<file path="src/rtl/fetch_unit.sv">
// Instruction-fetch stage: owns the PC, reads the combinational instruction ROM,
// and buffers {pc, instr} pairs in a small FIFO presented to decode via valid/ready.
module fetch_unit #(
  parameter int unsigned          REG_BITS = 32,
  parameter logic [REG_BITS-1:0]  RESET_PC = '0,
  parameter int unsigned          DEPTH    = 4
) (
  input  logic                clk_i,
  input  logic                reset_i,
  output logic [REG_BITS-1:0] imem_addr_o,
  input  logic [REG_BITS-1:0] imem_rd_i,
  input  logic                redirect_valid_i,
  input  logic [REG_BITS-1:0] redirect_pc_i,
  output logic                out_valid_o,
  input  logic                out_ready_i,
  output logic [REG_BITS-1:0] out_instr_o,
  output logic [REG_BITS-1:0] out_pc_o,
  output logic [REG_BITS-1:0] out_pc_plus4_o
);

  localparam int unsigned PTR_W = (DEPTH > 1) ? $clog2(DEPTH) : 1;
  localparam int unsigned CNT_W = PTR_W + 1;

  localparam logic [REG_BITS-1:0] ALIGN_MASK = ~REG_BITS'(3);
  localparam logic [REG_BITS-1:0] PC_STEP    = REG_BITS'(4);
  localparam logic [CNT_W-1:0]    CNT_FULL   = CNT_W'(DEPTH);
  localparam logic [PTR_W-1:0]    PTR_ONE    = PTR_W'(1);
  localparam logic [CNT_W-1:0]    CNT_ONE    = CNT_W'(1);

  logic [REG_BITS-1:0] pc_q, pc_d;
  logic [PTR_W-1:0]    wr_ptr_q, wr_ptr_d;
  logic [PTR_W-1:0]    rd_ptr_q, rd_ptr_d;
  logic [CNT_W-1:0]    count_q, count_d;

  logic [REG_BITS-1:0] fifo_pc_q    [DEPTH];
  logic [REG_BITS-1:0] fifo_instr_q [DEPTH];

  logic full;
  logic pop;
  logic push;
  logic [REG_BITS-1:0] redirect_pc_aligned;
  logic [REG_BITS-1:0] head_pc;
  logic [REG_BITS-1:0] head_instr;

  assign full                = (count_q == CNT_FULL);
  assign out_valid_o         = (count_q != '0);
  assign pop                 = out_valid_o & out_ready_i;
  // A full FIFO can still accept a fetch on the same edge it is popped.
  assign push                = ~redirect_valid_i & (~full | pop);
  assign redirect_pc_aligned = redirect_pc_i & ALIGN_MASK;

  assign imem_addr_o = {2'b00, pc_q[REG_BITS-1:2]};

  assign head_pc    = fifo_pc_q[rd_ptr_q];
  assign head_instr = fifo_instr_q[rd_ptr_q];

  always_comb begin
    out_instr_o    = '0;
    out_pc_o       = '0;
    out_pc_plus4_o = '0;
    if (out_valid_o) begin
      out_instr_o    = head_instr;
      out_pc_o       = head_pc;
      out_pc_plus4_o = head_pc + PC_STEP;
    end
  end

  always_comb begin
    pc_d     = pc_q;
    wr_ptr_d = wr_ptr_q;
    rd_ptr_d = rd_ptr_q;
    count_d  = count_q;
    if (redirect_valid_i) begin
      // Flush wins over a simultaneous pop; the popped entry is simply dropped.
      pc_d     = redirect_pc_aligned;
      wr_ptr_d = '0;
      rd_ptr_d = '0;
      count_d  = '0;
    end else begin
      if (push) begin
        pc_d     = pc_q + PC_STEP;
        wr_ptr_d = wr_ptr_q + PTR_ONE;
      end
      if (pop) begin
        rd_ptr_d = rd_ptr_q + PTR_ONE;
      end
      if (push && !pop) begin
        count_d = count_q + CNT_ONE;
      end else if (pop && !push) begin
        count_d = count_q - CNT_ONE;
      end
    end
  end

  always_ff @(posedge clk_i) begin
    if (reset_i) begin
      pc_q     <= RESET_PC & ALIGN_MASK;
      wr_ptr_q <= '0;
      rd_ptr_q <= '0;
      count_q  <= '0;
    end else begin
      pc_q     <= pc_d;
      wr_ptr_q <= wr_ptr_d;
      rd_ptr_q <= rd_ptr_d;
      count_q  <= count_d;
    end
  end

  // Storage carries no reset; occupancy alone decides what is valid.
  always_ff @(posedge clk_i) begin
    if (!reset_i && push) begin
      fifo_pc_q[wr_ptr_q]    <= pc_q;
      fifo_instr_q[wr_ptr_q] <= imem_rd_i;
    end
  end

endmodule
</file>
<file path="config.mk">
export PLATFORM = sky130hd
export DESIGN_NAME = fetch_unit
export DESIGN_NICKNAME = d
export VERILOG_FILES = /design/src/rtl/fetch_unit.sv
export SDC_FILE = /design/constraint.sdc
export NUM_CORES = 1
export LEC_CHECK = 0
export BUFFER_PORTS_ARGS = -buffer_cell sky130_fd_sc_hd__clkbuf_2
export CORE_MARGIN = 2
export CORE_UTILIZATION = 28
export DETAILED_ROUTE_END_ITERATION = 16
export PLACE_DENSITY = 0.43
export SYNTH_ARGS = -nofsm -noshare
export SYNTH_HDL_FRONTEND = slang
export SYNTH_SLANG_ARGS = --single-unit
</file>
<file path="constraint.sdc">
create_clock -name clk_i -period 5.4 [get_ports clk_i]
set_clock_uncertainty 0.15 [all_clocks]
set_input_delay 1.35 -clock clk_i [delete_from_list [all_inputs] [get_ports clk_i]]
set_output_delay 1.35 -clock clk_i [all_outputs]
set_load 0.02 [all_outputs]
</file>
==> report_table.html <==
<table>
<tr><th>Metric</th><th>Value</th></tr>
<tr><th colspan="2">Drt</th></tr>
<tr><td>Routed wirelength normalized by instance count</td><td>20.23 um</td></tr>
<tr><td>Wire length after detailed routing</td><td>32020 um</td></tr>
<tr><td>1st-pass router iterations</td><td>4</td></tr>
<tr><td>Count of vias placed by the detailed router</td><td>7313</td></tr>
<tr><td>Post-detailed-route DRC marker count</td><td>0</td></tr>
<tr><td>DR vias/cell</td><td>4.620</td></tr>
<tr><td>DR iter-0 viols</td><td>304</td></tr>
<tr><td>Final antenna-violating net count</td><td>0</td></tr>
<tr><th colspan="2">Timing</th></tr>
<tr><td>Minimum clock period after layout</td><td>5002 ps</td></tr>
<tr><td>Number of max-slew violations in the final report</td><td>0</td></tr>
<tr><td>Final hold slack</td><td>346.4 ps</td></tr>
<tr><td>Remaining max-slew budget at the tightest pin</td><td>31.76%</td></tr>
<tr><td>Actual transition at the worst max-transition pin</td><td>1024 ps</td></tr>
<tr><td>Final hold violation count</td><td>0</td></tr>
<tr><td>Setup repair after global routing missed its margin</td><td>no</td></tr>
<tr><td>Maximum clock rate</td><td>199.9 MHz</td></tr>
<tr><td>Final Setup Violations</td><td>0</td></tr>
<tr><td>Final worst-path cycle share</td><td>92.62%</td></tr>
<tr><td>Total negative slack for setup checks</td><td>0 ps</td></tr>
<tr><th colspan="2">Worst setup path</th></tr>
<tr><td>Type of the worst setup path</td><td>reg -&gt; out</td></tr>
<tr><td>Crit-path max FO</td><td>25</td></tr>
<tr><td>Endpoint class of the critical path</td><td>output port</td></tr>
<tr><td>Arrival @ worst endpoint</td><td>3500 ps</td></tr>
<tr><td>Depth of the most critical reg-to-reg path</td><td>5</td></tr>
<tr><td>Data required time at the worst endpoint</td><td>3900 ps</td></tr>
<tr><td>Launching element type of the critical path</td><td>flip-flop</td></tr>
<tr><th colspan="2">Logic synthesis</th></tr>
<tr><td>Netlist area before placement</td><td>12220 um^2</td></tr>
<tr><td>Main synth FF type</td><td>sky130_fd_sc_hd__edfxtp_1</td></tr>
<tr><td>Yosys warns</td><td>0</td></tr>
<tr><td>Sequential-to-total area share from yosys stat</td><td>67.35%</td></tr>
<tr><td>Ys async rst share</td><td>0%</td></tr>
<tr><td>Number of distinct library cells after synthesis</td><td>48</td></tr>
<tr><td>EDFF count, synth</td><td>248</td></tr>
<tr><td>Flops &amp; latches, synth</td><td>287</td></tr>
<tr><td>Synthesized area divided by synthesized cell count</td><td>15.70 um^2</td></tr>
<tr><td>Synthesized instance count</td><td>778</td></tr>
<tr><th colspan="2">Global routing</th></tr>
<tr><td>Largest net degree at the start of global routing</td><td>63</td></tr>
<tr><td>Wire length of the first global-routing pass</td><td>46860 um</td></tr>
<tr><td>Global route total overflow</td><td>0</td></tr>
<tr><td>GRT Util Overall</td><td>14.14%</td></tr>
<tr><td>Vias in the first global route</td><td>7458</td></tr>
<tr><td>Number of antenna violations at the first check in global routing</td><td>1</td></tr>
<tr><th colspan="2">Layout</th></tr>
<tr><td>Final Util</td><td>34.66%</td></tr>
<tr><td>Number of nets in the layout</td><td>1051</td></tr>
<tr><td>Synth-to-Final Area Change</td><td>22.22%</td></tr>
<tr><td>Leading cell types in the layout, fill and taps excluded</td><td>248 x sky130_fd_sc_hd__edfxtp_1, 188 x sky130_fd_sc_hd__clkbuf_2, 65 x sky130_fd_sc_hd__nor2_1</td></tr>
<tr><td>Most common library cell in the layout ignoring fill and taps</td><td>sky130_fd_sc_hd__edfxtp_1</td></tr>
<tr><td>Proportion of layout cells with a drive suffix above 1</td><td>32.90%</td></tr>
<tr><th colspan="2">Clocking</th></tr>
<tr><td>Cts-stage hold buffer count</td><td>0</td></tr>
<tr><td>Clock latency at the later pin of the worst-skew pair</td><td>530 ps</td></tr>
<tr><td>Maximum clock path buffer count</td><td>3</td></tr>
<tr><td>Buffer type at the clock tree root</td><td>sky130_fd_sc_hd__clkbuf_16</td></tr>
<tr><td>TritonCTS clock tree</td><td>built</td></tr>
<tr><td>Clock net sink count</td><td>287</td></tr>
<tr><td>Clock transition at the registers of the reported paths</td><td>50 ps</td></tr>
<tr><td>Num CTS Buffers</td><td>35</td></tr>
<tr><td>Number of levels the H-tree was split into</td><td>2</td></tr>
<tr><th colspan="2">Hold path</th></tr>
<tr><td>HP Class</td><td>reg -&gt; reg</td></tr>
<tr><td>Hold-critical path depth</td><td>2</td></tr>
<tr><th colspan="2">Outcome</th></tr>
<tr><td>Run status</td><td>complete, no violations</td></tr>
<tr><th colspan="2">Pwr</th></tr>
<tr><td>Total Power</td><td>0.005402 W</td></tr>
<tr><td>Clock network power share</td><td>41.2%</td></tr>
<tr><td>Part of the total power dissipated in combinational logic</td><td>11.9%</td></tr>
<tr><td>Switch share</td><td>25.30%</td></tr>
<tr><td>Leakage</td><td>5.140 nW</td></tr>
<tr><td>Internal power component</td><td>0.004035 W</td></tr>
<tr><td>Sw Pwr</td><td>0.001367 W</td></tr>
<tr><td>Sequential cell fraction of total power</td><td>47.0%</td></tr>
<tr><td>IR Drop Worst-Case VDD</td><td>0.0001945 V</td></tr>
<tr><td>Power density relative to cell area</td><td>361.8 nW/um^2</td></tr>
<tr><th colspan="2">Floorplan</th></tr>
<tr><td>Die footprint</td><td>45320 um^2</td></tr>
<tr><td>Die Width</td><td>212.9 um</td></tr>
<tr><td>Area of the core region</td><td>43080 um^2</td></tr>
<tr><td>Vertical die dimension</td><td>212.9 um</td></tr>
<tr><td>Num ports</td><td>197</td></tr>
<tr><td>Initial core utilization</td><td>28.36%</td></tr>
<tr><td>FP Rows</td><td>76</td></tr>
<tr><th colspan="2">Placed design</th></tr>
<tr><td>Final weighted congestion in routability-driven placement</td><td>0.7286</td></tr>
<tr><td>Post-DP HPWL</td><td>20440 um</td></tr>
<tr><td>Port Buffers</td><td>188</td></tr>
<tr><th colspan="2">Job</th></tr>
<tr><td>Max Cap Viol</td><td>0</td></tr>
</table>
[metrics by stage]
stage	worst slack (ps)	instance area (um^2)	instances
floorplan	1361	12240	783
global placement	692.0	13820	1522
detailed placement	673.2	13820	1522
CTS	69.17	14900	1581
global route	131.2	14930	1582
finish	398.4	14930	1583
[routing by layer]
layer / wire [um] / GRT usage [%] / share of wire, % / vias up
met5: 0 / 0 / 0 / -
met1: 14810 / 19.20 / 46 / 3705
li1: - / - / - / 3401
met2: 14880 / 22.62 / 46 / 174
met3: 1814 / 3.471 / 5.7 / 33
met4: 517 / 3.714 / 1.6 / 0
[logic make-up after synthesis]
group           synth area share [%]
mux                            12.44
compound gates                 3.370
flops                          67.35
other cells                  0.03070
buf+inv                        2.683
simple gates                   10.95
fa+ha+maj                     0.8808
xor+xnor                       2.294
[cell usage after synthesis, types with 2 or more instances]
library cell               instances  area share, %
sky130_fd_sc_hd__buf_6             2           0.18
sky130_fd_sc_hd__nor4_1            6           0.31
sky130_fd_sc_hd__xor2_1            9           0.65
sky130_fd_sc_hd__mux2_2            7           0.65
sky130_fd_sc_hd__a21oi_1          16           0.66
sky130_fd_sc_hd__and4_1            5           0.36
sky130_fd_sc_hd__ha_1              7           0.72
sky130_fd_sc_hd__and3_1            7           0.36
sky130_fd_sc_hd__and2_1           58            3.0
sky130_fd_sc_hd__edfxtp_1        248             61
sky130_fd_sc_hd__nor3_1           15           0.61
sky130_fd_sc_hd__nor2_1           65            2.0
sky130_fd_sc_hd__a211oi_1         12           0.74
sky130_fd_sc_hd__mux2i_1           3           0.25
sky130_fd_sc_hd__nand3_1          21           0.86
sky130_fd_sc_hd__buf_1             3          0.092
sky130_fd_sc_hd__buf_2             6           0.25
sky130_fd_sc_hd__mux4_2           58             11
sky130_fd_sc_hd__o21ai_0          16           0.66
sky130_fd_sc_hd__or4_1             6           0.37
sky130_fd_sc_hd__nand4_1          10           0.51
sky130_fd_sc_hd__a311oi_1         11           0.79
sky130_fd_sc_hd__buf_4             7           0.43
sky130_fd_sc_hd__nand2_1          25           0.77
sky130_fd_sc_hd__inv_1            19           0.58
sky130_fd_sc_hd__mux4_1            4           0.86
sky130_fd_sc_hd__xnor2_1          23            1.6
sky130_fd_sc_hd__nand4_2           2           0.20
sky130_fd_sc_hd__dfxtp_1          39            6.4
sky130_fd_sc_hd__clkbuf_1         27           0.83
sky130_fd_sc_hd__or3_1            19           0.97
sky130_fd_sc_hd__o31ai_1           4           0.25
sky130_fd_sc_hd__nor4b_1           3           0.22
[layout make-up]
class	count	area [um^2]
fillers	4235	28140
flip-flops and latches	287	8235
multi-input cells	429	3710
repair buffers	202	1104
clock buffers	44	952.2
well taps	585	732.0
clock inverters	15	121.4
inverters	20	75.07
diodes	1	2.502
[sequential cells by signal (all words and copies together), names as in the netlist, named ones only]
signal        count
pc_q             30
wr_ptr_q          2
fifo_pc_q       120
fifo_instr_q    128
count_q           3
rd_ptr_q          2
[worst max-delay path, stage by stage, from the launching register on]
cell	delay [ps]
sky130_fd_sc_hd__dfxtp_4	620
sky130_fd_sc_hd__mux4_2	420
sky130_fd_sc_hd__ha_1	280
sky130_fd_sc_hd__nand3_1	240
sky130_fd_sc_hd__or3_4	480
sky130_fd_sc_hd__or4_1	530
sky130_fd_sc_hd__a21oi_1	160
sky130_fd_sc_hd__clkbuf_2	240
[worst paths after layout]
check / slack (ps) / start / end
min: 350 / wr_ptr_q[1] / wr_ptr_q[1]
max: 400 / flip-flop / out_pc_plus4_o[30]
min reg2reg: 350 / wr_ptr_q[1] / wr_ptr_q[1]
max reg2reg: 2410 / pc_q[5] / pc_q[30]
[power groups by stage]
stage                     Sequential [W]  Clock, W  Combinational [W]
after floorplan                  0.00258         0           0.000398
after global placement           0.00258         0           0.000651
after detailed placement         0.00259         0           0.000652
after CTS                        0.00254   0.00231           0.000653
after global routing             0.00255   0.00239           0.000703
final                            0.00254   0.00222           0.000641
[what timing repair did]
item,in CTS,in global routing
setup buffers,0,1
gates resized for setup,0,1
endpoints found under the hold margin,0,0
setup endpoints to repair,0,2
Note: power is estimated with default switching activity, not from simulation.
